$ cat config.mk
export PLATFORM = sky130hd
export DESIGN_NAME = fetch_unit
export DESIGN_NICKNAME = d
export VERILOG_FILES = /design/src/rtl/fetch_unit.sv
export SDC_FILE = /design/constraint.sdc
export NUM_CORES = 1
export LEC_CHECK = 0
export CAP_MARGIN = 20
export CORE_MARGIN = 2
export CORE_UTILIZATION = 60
export DETAILED_ROUTE_END_ITERATION = 12
export GPL_ROUTABILITY_DRIVEN = 0
export PLACE_DENSITY = 0.83
export SLEW_MARGIN = 20
export SYNTH_ARGS = -nofsm -noshare
export SYNTH_HDL_FRONTEND = slang
export SYNTH_SLANG_ARGS = --single-unit
$ cat constraint.sdc
create_clock -name i_clk -period 4.5 [get_ports i_clk]
set_clock_uncertainty 0.05 [all_clocks]
set_input_delay 0.9 -clock i_clk [delete_from_list [all_inputs] [get_ports i_clk]]
set_output_delay 0.9 -clock i_clk [all_outputs]
set_load 0.02 [all_outputs]
$ cat src/rtl/fetch_unit.sv
// ---------------------------------------------------------------------------
// fetch_unit
//
// Instruction fetch stage in front of the instruction decoder. It holds the
// program counter, addresses program memory (combinational read) and registers
// the returned word into the instruction register (IR). The decoder answers
// with pc_mux / pc_save / int_mux, which select the next PC, drive the
// hardware return-address stack and trigger interrupt entry.
//
// Build option:
//   FETCH_IRQ_EN  defined   -> irq synchronizer, pending latch, global
//                              interrupt enable and interrupt entry present.
//                 undefined -> o_interrupt tied low; i_irq, i_gie_set and
//                              i_int_mux are ignored.
//
// Ports:
//   i_clk               rising-edge clock
//   i_rst_n             asynchronous active-low reset
//   o_pc                program memory address (registered)
//   i_instr_rdata       program memory word at o_pc, same cycle
//   o_opcode            IR[13:9] (instruction + dest bit) to decoder
//   o_operand           IR[8:0]
//   i_branch_target     jump/call target from operand path
//   i_pc_mux            00 pc+1, 01 branch_target, 10 pop stack, 11 pc+2
//   i_pc_save           push o_pc as return address this cycle
//   i_int_mux           decoder accepts the interrupt
//   i_stall             freeze PC, IR, stack and gie
//   i_irq               asynchronous level interrupt request
//   i_gie_set           set global interrupt enable
//   o_interrupt         interrupt request towards the decoder
//   o_stack_overflow    sticky: push while stack full
//   o_stack_underflow   sticky: pop while stack empty
// ---------------------------------------------------------------------------
module fetch_unit #(
   parameter int                     PC_WIDTH     = 12,
   parameter int                     INSTR_WIDTH  = 14,
   parameter int                     STACK_DEPTH  = 8,
   parameter logic [PC_WIDTH-1:0]    RESET_VECTOR = 12'h000,
   parameter logic [PC_WIDTH-1:0]    INT_VECTOR   = 12'h004,
   parameter logic [INSTR_WIDTH-1:0] NOP_WORD     = 14'h0000
) (
   input  logic                   i_clk,
   input  logic                   i_rst_n,
   output logic [PC_WIDTH-1:0]    o_pc,
   input  logic [INSTR_WIDTH-1:0] i_instr_rdata,
   output logic [4:0]             o_opcode,
   output logic [8:0]             o_operand,
   input  logic [PC_WIDTH-1:0]    i_branch_target,
   input  logic [1:0]             i_pc_mux,
   input  logic                   i_pc_save,
   input  logic                   i_int_mux,
   input  logic                   i_stall,
   input  logic                   i_irq,
   input  logic                   i_gie_set,
   output logic                   o_interrupt,
   output logic                   o_stack_overflow,
   output logic                   o_stack_underflow
);

   localparam int IDX_W = $clog2(STACK_DEPTH);
   localparam int SP_W  = IDX_W + 1;
   localparam logic [SP_W-1:0] SP_FULL = SP_W'(STACK_DEPTH);

   localparam logic [1:0] MUX_INC  = 2'b00;
   localparam logic [1:0] MUX_BR   = 2'b01;
   localparam logic [1:0] MUX_POP  = 2'b10;
   localparam logic [1:0] MUX_SKIP = 2'b11;

   // fetch / decode state
   logic [PC_WIDTH-1:0]    r_pc;
   logic [INSTR_WIDTH-1:0] r_ir;
   logic                   r_ir_valid;

   // return-address stack: r_top is the next write slot, r_sp the fill count
   logic [PC_WIDTH-1:0]    r_stack [STACK_DEPTH];
   logic [IDX_W-1:0]       r_top;
   logic [SP_W-1:0]        r_sp;
   logic                   r_ovf;
   logic                   r_unf;

   logic                   w_take_int;
   logic                   w_stack_empty;
   logic [IDX_W-1:0]       w_top_m1;
   logic                   w_push;
   logic                   w_pop;
   logic                   w_flush;
   logic [PC_WIDTH-1:0]    w_pc_next;

   assign w_stack_empty = (r_sp == '0);
   assign w_top_m1      = r_top - IDX_W'(1);

   // ------------------------------------------------------------------------
   // Interrupt front end
   // ------------------------------------------------------------------------
`ifdef FETCH_IRQ_EN
   logic r_irq_s1;
   logic r_irq_s2;
   logic r_irq_s3;
   logic r_pending;
   logic r_gie;

   assign w_take_int = i_int_mux;

   // The synchronizer and pending latch keep running through a stall so a
   // request arriving while frozen is not lost.
   always_ff @(posedge i_clk or negedge i_rst_n) begin
      if (!i_rst_n) begin
         r_irq_s1  <= 1'b0;
         r_irq_s2  <= 1'b0;
         r_irq_s3  <= 1'b0;
         r_pending <= 1'b0;
         r_gie     <= 1'b0;
      end else begin
         r_irq_s1 <= i_irq;
         r_irq_s2 <= r_irq_s1;
         r_irq_s3 <= r_irq_s2;
         // a fresh edge wins over the clear from an interrupt being taken
         if (r_irq_s2 && !r_irq_s3) begin
            r_pending <= 1'b1;
         end else if (!i_stall && w_take_int) begin
            r_pending <= 1'b0;
         end
         if (!i_stall) begin
            if (w_take_int) begin
               r_gie <= 1'b0;
            end else if (i_gie_set) begin
               r_gie <= 1'b1;
            end
         end
      end
   end

   // Built from registered state and stall only; nothing from the decoder's
   // answer loops back into this request.
   assign o_interrupt = r_pending & r_gie & r_ir_valid & ~i_stall;
`else
   logic w_unused_irq;

   assign w_take_int   = 1'b0;
   assign o_interrupt  = 1'b0;
   assign w_unused_irq = ^{i_irq, i_gie_set, i_int_mux, r_ir_valid};
`endif

   // ------------------------------------------------------------------------
   // Next-PC selection and stack control
   // ------------------------------------------------------------------------
   always_comb begin
      w_push    = 1'b0;
      w_pop     = 1'b0;
      w_pc_next = r_pc + PC_WIDTH'(1);
      w_flush   = (i_pc_mux != MUX_INC) | w_take_int;

      if (w_take_int) begin
         w_push    = 1'b1;
         w_pc_next = INT_VECTOR;
      end else begin
         case (i_pc_mux)
            MUX_POP: begin
               w_pop     = 1'b1;
               w_pc_next = w_stack_empty ? RESET_VECTOR : r_stack[w_top_m1];
            end
            MUX_BR:   w_pc_next = i_branch_target;
            MUX_SKIP: w_pc_next = r_pc + PC_WIDTH'(2);
            default:  w_pc_next = r_pc + PC_WIDTH'(1);
         endcase
         // a save request alongside a return is dropped: pop only
         if (i_pc_save && (i_pc_mux != MUX_POP)) begin
            w_push = 1'b1;
         end
      end
   end

   // ------------------------------------------------------------------------
   // PC and instruction register
   // ------------------------------------------------------------------------
   always_ff @(posedge i_clk or negedge i_rst_n) begin
      if (!i_rst_n) begin
         r_pc       <= RESET_VECTOR;
         r_ir       <= NOP_WORD;
         r_ir_valid <= 1'b0;
      end else if (!i_stall) begin
         r_pc <= w_pc_next;
         // any redirect squashes the word fetched down the wrong path
         if (w_flush) begin
            r_ir       <= NOP_WORD;
            r_ir_valid <= 1'b0;
         end else begin
            r_ir       <= i_instr_rdata;
            r_ir_valid <= 1'b1;
         end
      end
   end

   // ------------------------------------------------------------------------
   // Return-address stack (circular)
   // ------------------------------------------------------------------------
   // When full, the write slot r_top coincides with the oldest entry, so a
   // push simply overwrites it and the count stays saturated.
   always_ff @(posedge i_clk or negedge i_rst_n) begin
      if (!i_rst_n) begin
         r_top <= '0;
         r_sp  <= '0;
         r_ovf <= 1'b0;
         r_unf <= 1'b0;
         for (int i = 0; i < STACK_DEPTH; i++) begin
            r_stack[i] <= RESET_VECTOR;
         end
      end else if (!i_stall) begin
         if (w_push) begin
            r_stack[r_top] <= r_pc;
            r_top          <= r_top + IDX_W'(1);
            if (r_sp == SP_FULL) begin
               r_ovf <= 1'b1;
            end else begin
               r_sp <= r_sp + SP_W'(1);
            end
         end else if (w_pop) begin
            if (w_stack_empty) begin
               r_unf <= 1'b1;
            end else begin
               r_top <= w_top_m1;
               r_sp  <= r_sp - SP_W'(1);
            end
         end
      end
   end

   assign o_pc              = r_pc;
   assign o_opcode          = r_ir[13:9];
   assign o_operand         = r_ir[8:0];
   assign o_stack_overflow  = r_ovf;
   assign o_stack_underflow = r_unf;

endmodule
# [Word-level counts from Yosys, hierarchy flattened]
# Index checks and enable logic that the tools add are counted.
[classes] n_addsub=6 magnitude_cmp=3 eq_ne=7 muxes=18 bitwise_logic=4 reduce_logical=10
[op_table] cell="bitwise mux 96 bit" count=1
[op_table] cell="two-way mux 12 bit" count=4
[op_table] cell="binary-select mux 12 bit (select 3 bit)" count=1
[op_table] cell="demux 12 bit (select 3 bit)" count=1
[op_table] cell="case mux 12 bit (3 select lines)" count=1
[op_table] cell="two-way mux 4 bit" count=4
[op_table] cell="two-way mux 14 bit" count=1
[op_table] cell="adder 12 x 1 -> 12 bit, second input constant" count=1
[op_table] cell="adder 12 x 2 -> 12 bit, second input constant" count=1
[op_table] cell="two-way mux 3 bit" count=3
[op_table] cell=">= comparator 4 bit, second input constant" count=2
[op_table] cell="NOT 3 -> 4 bit" count=2
[op_table] cell="AND reduction 4 bit" count=2
[op_table] cell="AND reduction 3 bit" count=2
[op_table] cell="adder 4 x 1 -> 4 bit, second input constant" count=1
[op_table] cell="equality test 2 bit, second input constant" count=2
[op_table] cell="equality test 4 bit, second input constant" count=1
[op_table] cell="zero test 4 bit" count=1
[op_table] cell="< comparator 4 x 1 -> 1 bit, second input constant" count=1
[op_table] cell="!= test 2 bit, second input constant" count=2
[op_table] cell="nonzero test 2 bit" count=2
[op_table] cell="subtractor 4 x 1 -> 4 bit, second input constant" count=1
[op_table] cell="adder 3 x 1 -> 3 bit, second input constant" count=1
[op_table] cell="subtractor 3 x 1 -> 3 bit, second input constant" count=1
[op_table] cell="other kinds (6)" count=9
[totals] register_bits=131 inputBits=35 output_inout_bits=29 word_cells=62

# [Logic depth before layout (Yosys ltp)]
# Gate-level depths: netlist of run 1.
[logic_depth] depth_word=7 mapped_depth=11 ltp_nobuf=8

# [Worst setup path before layout of run 1]
# No wires, ideal clock.
[synth_timing] kind="register to register" start="register r_top[0]" end="register r_pc[4], in the netlist o_pc[4]" setup_time_ns=0.126 t_arrival_ns=2.344 required_ns=4.324 slack_ns=1.980 path_stages_with_launch=11 path_buffers=4 period_less_slack_ns=2.520 path_cell_list="dfrtp_1 > buf_6 > buf_2 > inv_1 > ha_1 > buf_2 > clkbuf_1 > mux4_2 > nand2_1 > a21oi_1 > a221o_1"
[synth_via] elab_chain_len=7
[synth_rtl] item="from (decl)" line_no="76" source="logic [IDX_W-1:0] r_top;"
[synth_rtl] item="from (signal assigned)" line_no="211" source="r_top <= r_top + IDX_W'(1);"
[synth_rtl] item="from (signal assigned)" line_no="221" source="r_top <= w_top_m1;"
[synth_rtl] item="subtractor 3 x 1 -> 3 bit" line_no="90" source="assign w_top_m1 = r_top - IDX_W'(1);"
[synth_rtl] item="named net w_top_m1[0]" line_no="83" source="logic [IDX_W-1:0] w_top_m1;"
[synth_rtl] item="NOT 3 -> 4 bit (implied by the code)" line_no="160" source="w_pc_next = w_stack_empty ? RESET_VECTOR : r_stack[w_top_m1];"
[synth_rtl] item="binary-select mux 12 bit (select 3 bit)" line_no="160"
[synth_rtl] item="two-way mux 12 bit (implied by the code) (2 in series)" line_no="160"
[synth_rtl] item="two-way mux 12 bit" line_no="160"
[synth_rtl] item="case mux 12 bit (3 select lines)" line_no="157" source="case (i_pc_mux)"
[synth_rtl] item="to (signal assigned)" line_no="182" source="r_pc <= w_pc_next;"
[synth_rtl] item="to (decl)" line_no="70" source="logic [PC_WIDTH-1:0] r_pc;"
# The timed path passes the listed nets, and every way through them passes these cells. The select of a mux whose other input is x is not followed.
# A chain may end at the register's enable or synchronous reset.

# [Final worst setup path of run 1]
[layout_timing] start="register r_pc[0], in the netlist o_pc[0]" end="output o_pc[0]"
[layout_rtl] item="to (decl)" line_no="44" source="output logic [PC_WIDTH-1:0] o_pc,"
# No word-level cell between the ends.

==> results of run 1 <==
## layer usage
layer | GRT usage (%) | part of all wire (%) | up-vias
met5 | 0 | 0 | -
met4 | 9.982 | 1.6 | 0
met3 | 6.037 | 6.4 | 34
met2 | 43.70 | 49 | 213
met1 | 36.67 | 43 | 2443
li1 | - | - | 2074
## flip-flops by register name, indices dropped and copies added, names as in the netlist
signal             cells
r_stack               96
r_sp                   4
o_stack_overflow       1
r_ir                  14
r_top                  3
o_stack_underflow      1
o_pc                  12
## report_power, final
group | total (mW) | switching, mW | internal [mW]
clock | 1.29 | 0.535 | 0.755
combinational | 1.93 | 0.881 | 1.05
sequential | 2.10 | 0.449 | 1.65
## layout by cell type (no fill, tap or decap), drive strengths merged, types with 8 or more instances in the layout
cell             n
o21ai           28
inv             11
mux4            24
nand3            9
nand2           62
clkdlybuf4s50   58
a21oi           27
dfrtp          131
xnor2            9
mux2            96
nor3             8
buf             15
xor2             8
nor2            28
clkbuf          19
## cell type report
type	instances	share of cell area [%]
flip-flops and latches	131	41.95
multi-input cells	364	39.23
repair buffers	73	9.030
clock buffers	19	5.524
well taps	140	2.241
clock inverters	13	1.649
inverters	8	0.3842
## metrics by stage
stage | util [%] | instance area (µm²) | instances
floorplan | - | 6604 | 549
global placement | 67.22 | 7254 | 716
detailed placement | 67.22 | 7254 | 716
CTS | 72.41 | 7815 | 748
global route | 72.41 | 7815 | 748
finish | 72.41 | 7815 | 748
## worst reg2reg max path, cell delays in order, from the launching register on
cell and delay, ns:
dfrtp_1 0.50, inv_1 0.15, ha_1 0.64, buf_4 0.30, mux4_2 0.31, nand2_1 0.08, a21oi_1 0.09, a41o_1 0.23
a221o_1 0.29
## kinds of logic after synthesis
logic type	after synthesis	share of synthesized area (%)
flip-flops	131	49.64
AND/OR/NAND/NOR	130	9.246
multiplexers	123	25.35
AO/OA/AOI/OAI	86	8.072
buffers and inverters	54	3.941
XOR/XNOR	17	2.255
adder cells (fa/ha/maj)	7	1.440
other	1	0.05679
## final timing paths
kind                              startpoint                 to  cells past startpoint
min in group i_clk         o_stack_underflow  o_stack_underflow                      1
max in group asynchronous            i_rst_n        r_stack[10]                      2
setup reg to reg                    r_top[1]            o_pc[7]                      8
hold reg to reg            o_stack_underflow  o_stack_underflow                      1
setup / recovery                     o_pc[0]            o_pc[0]                      1
hold / removal                       i_rst_n            o_pc[6]                      2
==> impl_metrics.toml, run 1 <==
[global_route]
antenna_found_initial = 0
grt_overflow = 0
grt_usage_pct = 27.22
grt_pass1_wl_um = 24200
grt_pass1_vias = 4729
grt_max_degree = 132

[sta]
tns_ns = 0
setup_slack_ns = 1.530
slew_headroom_pct = 37.56
worst_slew_pin_slew_ns = 0.9300
fmaxAchievable_ghz = 0.3367
fin_hold_ws_ns = 0.3666
fin_crit_ns = 2.970
hold_violations = 0
rsz0062_at_grt = "false"
finalCritPeriodShare_pct = 66.00
slew_viol_final = 0
setup_viol = 0

[yosys]
synth_nets = 591
yosys.area.top_type = "dfrtp_1"
syn_area_um2 = 6604
syn_area_per_cell_um2 = 12.03
yosysMostFrequentCell = "dfrtp_1"
yosysTopAreaCellShare_pct = 49.64
ys_types = 58
synth_flop_cell = "dfrtp_1"
syn_inst = 549
synth_common_cells = "dfrtp_1, mux2_2, nand2_1"
synth_edf_count = 0
async_flop_share_pct = 100.0
ys_top_cells_by_area = "dfrtp_1, mux2_2, mux4_2, nand2_1, mux4_1"
synth_seq_cells = 131
yosysWarnings = 0
synth_seq_area_share_pct = 49.64

[clocking]
cts.sinks = 131
path_clk_slew_ns = 0.06
cts_tree = "done"
ctsHtreeMaxLevel = 4
cts_resized = 0
clock_path_buffers = 2
holdBufCountCts = 0
insertion_delay_ns = 0.53
postCtsSetupBuffers = 0
cts_buffers = 17
clockRootBuffer = "clkbuf_8"

[outcome]
outcome = "finished clean"

[floorplanning]
die_w_um = 108.9
ios = 64
initial_core_util_pct = 61.19
core_area_um2 = 10790
die_area_um2 = 11860
die_h_um = 108.9
rows = 38

[routing]
first_pass_iters = 5
num_vias = 4764
first_iter_violations = 441
drc = 0
avgRoutedWirePerCell_um = 20.15
via_per_inst = 6.369
ant_nets = 0
drt-total-wl_um = 15070

[critical_path]
path_class = "reg -> out"
start_kind = "register"
path_buf_inv = 1
crit_family = "flip-flops"
cp_slowest_cell = "dfrtp_1"
reg2reg_setup_slack_ns = 1.74
worstPathCellList = "clkdlybuf4s50_1"
end_kind = "primary output"
crit_fanout = 18
critical_path.max_stage_delay_ns = 0.76
worst_ep_arrival_time_ns = 2.02
required_ns = 3.55

[finish]
layout.nets = 637
nFillCells = 685
multi_input_area_um2 = 3065
regArea_um2 = 3278
area_growth_syn_to_layout_pct = 18.34
layout-drive-gt1-share_pct = 28.45
antenna_cells = 0

[placement]
place_hpwl_um = 9636
dp_slack_ns = 1.086
portBuffers = 59

[power_and_ir_drop]
p_total_mw = 5.316
p_leak_nw = 3.356
power_density_nw_per_um2 = 680.2
irDropWorstVdd_mv = 0.3317

[hold_path]
hp-class = "in -> async"

[run]
maxCapViolCount = 0
Note: power is estimated with default switching activity, not from simulation.
==> run 2, diff against run 1 <==
--- a/config.mk
+++ b/config.mk
@@ -7,10 +7,10 @@
 export LEC_CHECK = 0
 export CAP_MARGIN = 20
 export CORE_MARGIN = 2
-export CORE_UTILIZATION = 60
+export CORE_UTILIZATION = 52
 export DETAILED_ROUTE_END_ITERATION = 12
 export GPL_ROUTABILITY_DRIVEN = 0
-export PLACE_DENSITY = 0.83
+export PLACE_DENSITY = 0.77
 export SLEW_MARGIN = 20
 export SYNTH_ARGS = -nofsm -noshare
 export SYNTH_HDL_FRONTEND = slang
==> constraint.sdc (replaced) <==
create_clock -name i_clk -period 2.66 [get_ports i_clk]
set_clock_uncertainty 0.05 [all_clocks]
set_input_delay 0.532 -clock i_clk [delete_from_list [all_inputs] [get_ports i_clk]]
set_output_delay 0.532 -clock i_clk [all_outputs]
set_load 0.02 [all_outputs]
==> run 2 against run 1 <==
Net effect:
- final area up 3.2%
- cell count up 5.7%
- largest power group unchanged
- critical path depth unchanged
- worst hold slack better by 0.067 ns
- highest routed layer unchanged
- sequential share of layout area down 1.3 points
==> impl_metrics.toml, run 2 (synthesis gave the netlist of run 1 again) <==
[outcome]
outcome = "finished clean"

[routing]
first_iter_violations = 553
num_vias = 4699
drt-total-wl_um = 15290
via_per_inst = 5.941
avgRoutedWirePerCell_um = 19.32
ant_nets = 0
first_pass_iters = 6
drc = 0

[finish]
layout.nets = 648
final_common_cell = "dfrtp_1"
largest_register = "r_stack"
nFillCells = 934
fin_util_pct = 64.43
layout-drive-gt1-share_pct = 29.56
largest_reg_flops = 96
antenna_cells = 0
final_cell_mix = "dfrtp_1, mux2_2, nand2_1"
stdcell_count = 791
area_growth_syn_to_layout_pct = 22.13
final_area_um2 = 8065

[critical_path]
rr_worst_depth = 8
crit-reg2reg-launch = "r_top[1]"
path_class = "reg -> out"
crit_fanout = 19
reg2reg_setup_slack_ns = 0.28
start_kind = "register"
cp.depth = 1
crit_start = "o_pc[3]"
worstPathCellList = "clkdlybuf4s50_1"
critical_path.max_stage_delay_ns = 0.76
cp_slowest_cell = "dfrtp_1"
worst_ep_arrival_time_ns = 1.90
crit_path_end = "o_pc[3]"
crit_family = "flip-flops"
path_buf_inv = 1
r2r_end = "o_pc[7]"
end_kind = "primary output"
required_ns = 2.08

[power_and_ir_drop]
p_total_mw = 9.343
irDropWorstVdd_mv = 0.5413
p_leak_nw = 3.461
power_density_nw_per_um2 = 1158

[sta]
slew_headroom_pct = 56.53
rsz0062_at_grt = "false"
hold_violations = 0
finalCritPeriodShare_pct = 93.28
tns_ns = 0
worst_slew_pin_slew_ns = 0.6521
fmaxAchievable_ghz = 0.4030
fin_crit_ns = 2.481
setup_slack_ns = 0.1788
slew_viol_final = 0
setup_viol = 0
fin_hold_ws_ns = 0.4337

[clocking]
insertion_delay_ns = 0.42
cts.sinks = 131
cts_buffers = 17
cts_tree = "done"
clockRootBuffer = "clkbuf_16"
path_clk_slew_ns = 0.06
clock_path_buffers = 2
postCtsSetupBuffers = 0
ctsHtreeMaxLevel = 4

[global_route]
antenna_found_initial = 0
grt_usage_pct = 23.95
grt_pass1_wl_um = 24630
grt_overflow = 0
grt_max_degree = 63
grt_pass1_vias = 4734

[placement]
place_area_um2 = 7420
place_hpwl_um = 10020
dpl.cell_count = 758
dp_slack_ns = 0.06250
portBuffers = 59

[floorplanning]
die_w_um = 116.7
initial_core_util_pct = 52.76
die_area_um2 = 13620
die_h_um = 116.7
core_area_um2 = 12520
rows = 41
ios = 64

[hold_path]
hp-class = "reg -> reg"

[run]
maxCapViolCount = 0
[run 2: changes by cell type in the layout (fill, tap and decap cells not counted), sizes merged]
| cell | before | now |
|---|---|---|
| clkinvlp | 4 | 3 |
| buf | 15 | 25 |
| dlygate4sd3 | 0 | 1 |
| clkinv | 5 | 4 |
| inv | 11 | 9 |
| bufinv | 1 | 4 |
| clkbuf | 19 | 20 |
[run 2: cell type report]
type / count / area, µm² / share of cell area, %
timing repair buffer: 84 / 840.8 / 10.43
clock buffer: 20 / 456.7 / 5.662
inverter: 8 / 30.03 / 0.3723
multi-input combinational: 364 / 3065 / 38.01
tap: 172 / 215.2 / 2.668
clock inverter: 12 / 178.9 / 2.218
sequential: 131 / 3278 / 40.65
[run 2: worst min path at each step]
stage / startpoint / endpoint / slack [ns] / cells after the start
floorplan: i_rst_n / o_pc[0] / 0.19 / 0
global placement: i_rst_n / o_pc[11] / 0.40 / 1
detailed placement: i_rst_n / o_pc[11] / 0.40 / 1
CTS: o_stack_overflow / o_stack_overflow / 0.44 / 2
global route: o_stack_underflow / o_stack_underflow / 0.46 / 1
finish: o_stack_overflow / o_stack_overflow / 0.43 / 2
[run 2: power breakdown]
part | switching [mW] | total [mW] | internal, mW
sequential | 0.721 | 3.51 | 2.79
combinational | 1.52 | 3.35 | 1.84
clock | 0.863 | 2.48 | 1.62
total | 3.10 | 9.34 | 6.24
[run 2: what timing repair did]
action,4_1_cts,5_1_grt
hold endpoints to repair,20,0
resized for setup,0,0
hold buffers,1,0
[run 2: worst register-to-register path, delay by kind of cell, from the launching register on]
kind,cells,cell delay (ns)
buf+inv,2,0.38
mux,1,0.34
simple gates,1,0.08
compound gates,3,0.59
fa+ha+maj,1,0.32
flops,1,0.50
[run 2: routing by layer]
metal | global-route usage, % | share of wire (%) | vias to the layer above
met5 | 0 | 0 | -
met4 | 8.157 | 1.9 | 0
met3 | 5.656 | 6.8 | 23
met2 | 38.07 | 48 | 205
met1 | 32.68 | 43 | 2373
li1 | - | - | 2098
==> run 3, diff against run 2 <==
--- a/config.mk
+++ b/config.mk
@@ -10,6 +10,7 @@
 export CORE_UTILIZATION = 52
 export DETAILED_ROUTE_END_ITERATION = 12
 export GPL_ROUTABILITY_DRIVEN = 0
+export MAX_ROUTING_LAYER = met4
 export PLACE_DENSITY = 0.77
 export SLEW_MARGIN = 20
 export SYNTH_ARGS = -nofsm -noshare
==> run 3 against run 2 <==
Net effect:
- core utilization unchanged
- global-route usage is 0.77 points higher
- die area stayed put
- critical path depth unchanged
- final area is the same
- sequential share of layout area unchanged
- total power hardly changed
- maximum frequency increased by 0.25%
==> impl_metrics.toml, run 3 (synthesis gave the netlist of run 1 again) <==
[power_and_ir_drop]
p_total_mw = 9.347
seqPwrFrac_pct = 37.6
p_comb_share_pct = 35.9
p_leak_nw = 3.461
swShare_pct = 33.21
power_density_nw_per_um2 = 1159
p_clk_share_pct = 26.6
irDropWorstVdd_mv = 0.5432
p_int_mw = 6.243
netSwitchingPower_mw = 3.104

[clocking]
cts_tree = "done"
postCtsSetupBuffers = 0
insertion_delay_ns = 0.42
clockRootBuffer = "clkbuf_16"
cts.sinks = 131
ctsHtreeMaxLevel = 4
cts_buffers = 17
path_clk_slew_ns = 0.06
clock_path_buffers = 2
cts_resized = 0

[finish]
stdcell_count = 791
largest_register = "r_stack"
layout.nets = 648
final_cell_mix = "dfrtp_1, mux2_2, nand2_1"
final_common_cell = "dfrtp_1"
largest_reg_flops = 96
antenna_cells = 0
area_growth_syn_to_layout_pct = 22.13
final_area_um2 = 8065
layout-drive-gt1-share_pct = 29.56

[critical_path]
crit_fanout = 19
path_buf_inv = 1
critical_path.max_stage_delay_ns = 0.75
start_kind = "register"
rr_worst_depth = 8
cp_slowest_cell = "dfrtp_1"
crit_family = "flip-flops"
worst_ep_arrival_time_ns = 1.89
worstPathCellList = "clkdlybuf4s50_1"
required_ns = 2.08
cp.depth = 1
path_class = "reg -> out"
end_kind = "primary output"

[sta]
setup_viol = 0
worst_slew_pin_slew_ns = 0.6454
slew_headroom_pct = 56.97
slew_viol_final = 0
fin_crit_ns = 2.475
fmaxAchievable_ghz = 0.4041
finalCritPeriodShare_pct = 93.04
hold_violations = 0
tns_ns = 0
rsz0062_at_grt = "false"

[routing]
via_per_inst = 5.980
first_iter_violations = 615
drt-total-wl_um = 15300
drc = 0
first_pass_iters = 5
ant_nets = 0
avgRoutedWirePerCell_um = 19.35
num_vias = 4730

[global_route]
grt_overflow = 0
antenna_found_initial = 0
grt_pass1_vias = 4734
grt_usage_pct = 24.72
grt_pass1_wl_um = 24640
grt_max_degree = 63

[placement]
place_hpwl_um = 10020
place_area_um2 = 7420
portBuffers = 59
dpl.cell_count = 758

[floorplanning]
die_w_um = 116.7
rows = 41
die_h_um = 116.7
initial_core_util_pct = 52.76
ios = 64
core_area_um2 = 12520
die_area_um2 = 13620

[run]
maxCapViolCount = 0

[hold_path]
worstHoldPathCells = 2
hp-class = "reg -> reg"

[outcome]
outcome = "finished clean"
run 3: cell counts in the layout (fill, tap and decap cells not counted):
Identical to the previous run, type by type.
run 3: final cells by class:
| cell class | instances | area [µm²] |
|---|---|---|
| repair buffers | 84 | 840.8 |
| inverters | 8 | 30.03 |
| flip-flops and latches | 131 | 3278 |
| clock inverters | 12 | 178.9 |
| clock buffers | 20 | 456.7 |
| well taps | 172 | 215.2 |
| multi-input cells | 364 | 3065 |
| fillers | 934 | 4452 |
run 3: power groups by stage:
stage               combinational [mW]  clock (mW)  sequential, mW
floorplan                         2.53           0            3.25
finish                            3.35        2.48            3.51
CTS                               3.37        2.51            3.49
detailed placement                3.34           0            3.50
global route                      3.62        2.61            3.61
global placement                  3.22           0            3.41
run 3: per-stage QoR:
stage	utilization [%]	setup WS [ns]	hold slack [ns]
6_report	64.43	0.1851	0.4268
5_1_grt	64.43	0.1245	0.4587
3_5_place_dp	59.28	0.06250	0.4043
4_1_cts	64.43	0.2072	0.4366
2_1_floorplan	-	0.1399	0.1864
3_3_place_gp	59.28	0.1321	0.4030
run 3: routing by layer:
metal | GRT usage [%] | up-vias | part of all wire, %
li1 | - | 2100 | -
met1 | 32.75 | 2386 | 43
met2 | 38.07 | 221 | 48
met3 | 5.034 | 23 | 7.2
met4 | 9.098 | 0 | 1.8
met5 | - | - | 0
run 3: path summary, 6_finish.rpt:
kind	start	to	slack [ns]
setup / recovery	o_pc[3]	o_pc[3]	0.19
hold / removal	o_stack_overflow	o_stack_overflow	0.43
setup reg to reg	r_top[1]	o_pc[7]	0.30
hold reg to reg	o_stack_overflow	o_stack_overflow	0.43
max in group asynchronous	i_rst_n	r_stack[90]	1.42
min in group asynchronous	i_rst_n	o_pc[11]	0.52
run 3: timing repair:
action,4_1_cts,5_1_grt
hold buffers,1,0
hold endpoints to repair,20,0
setup endpoints to repair,0,0
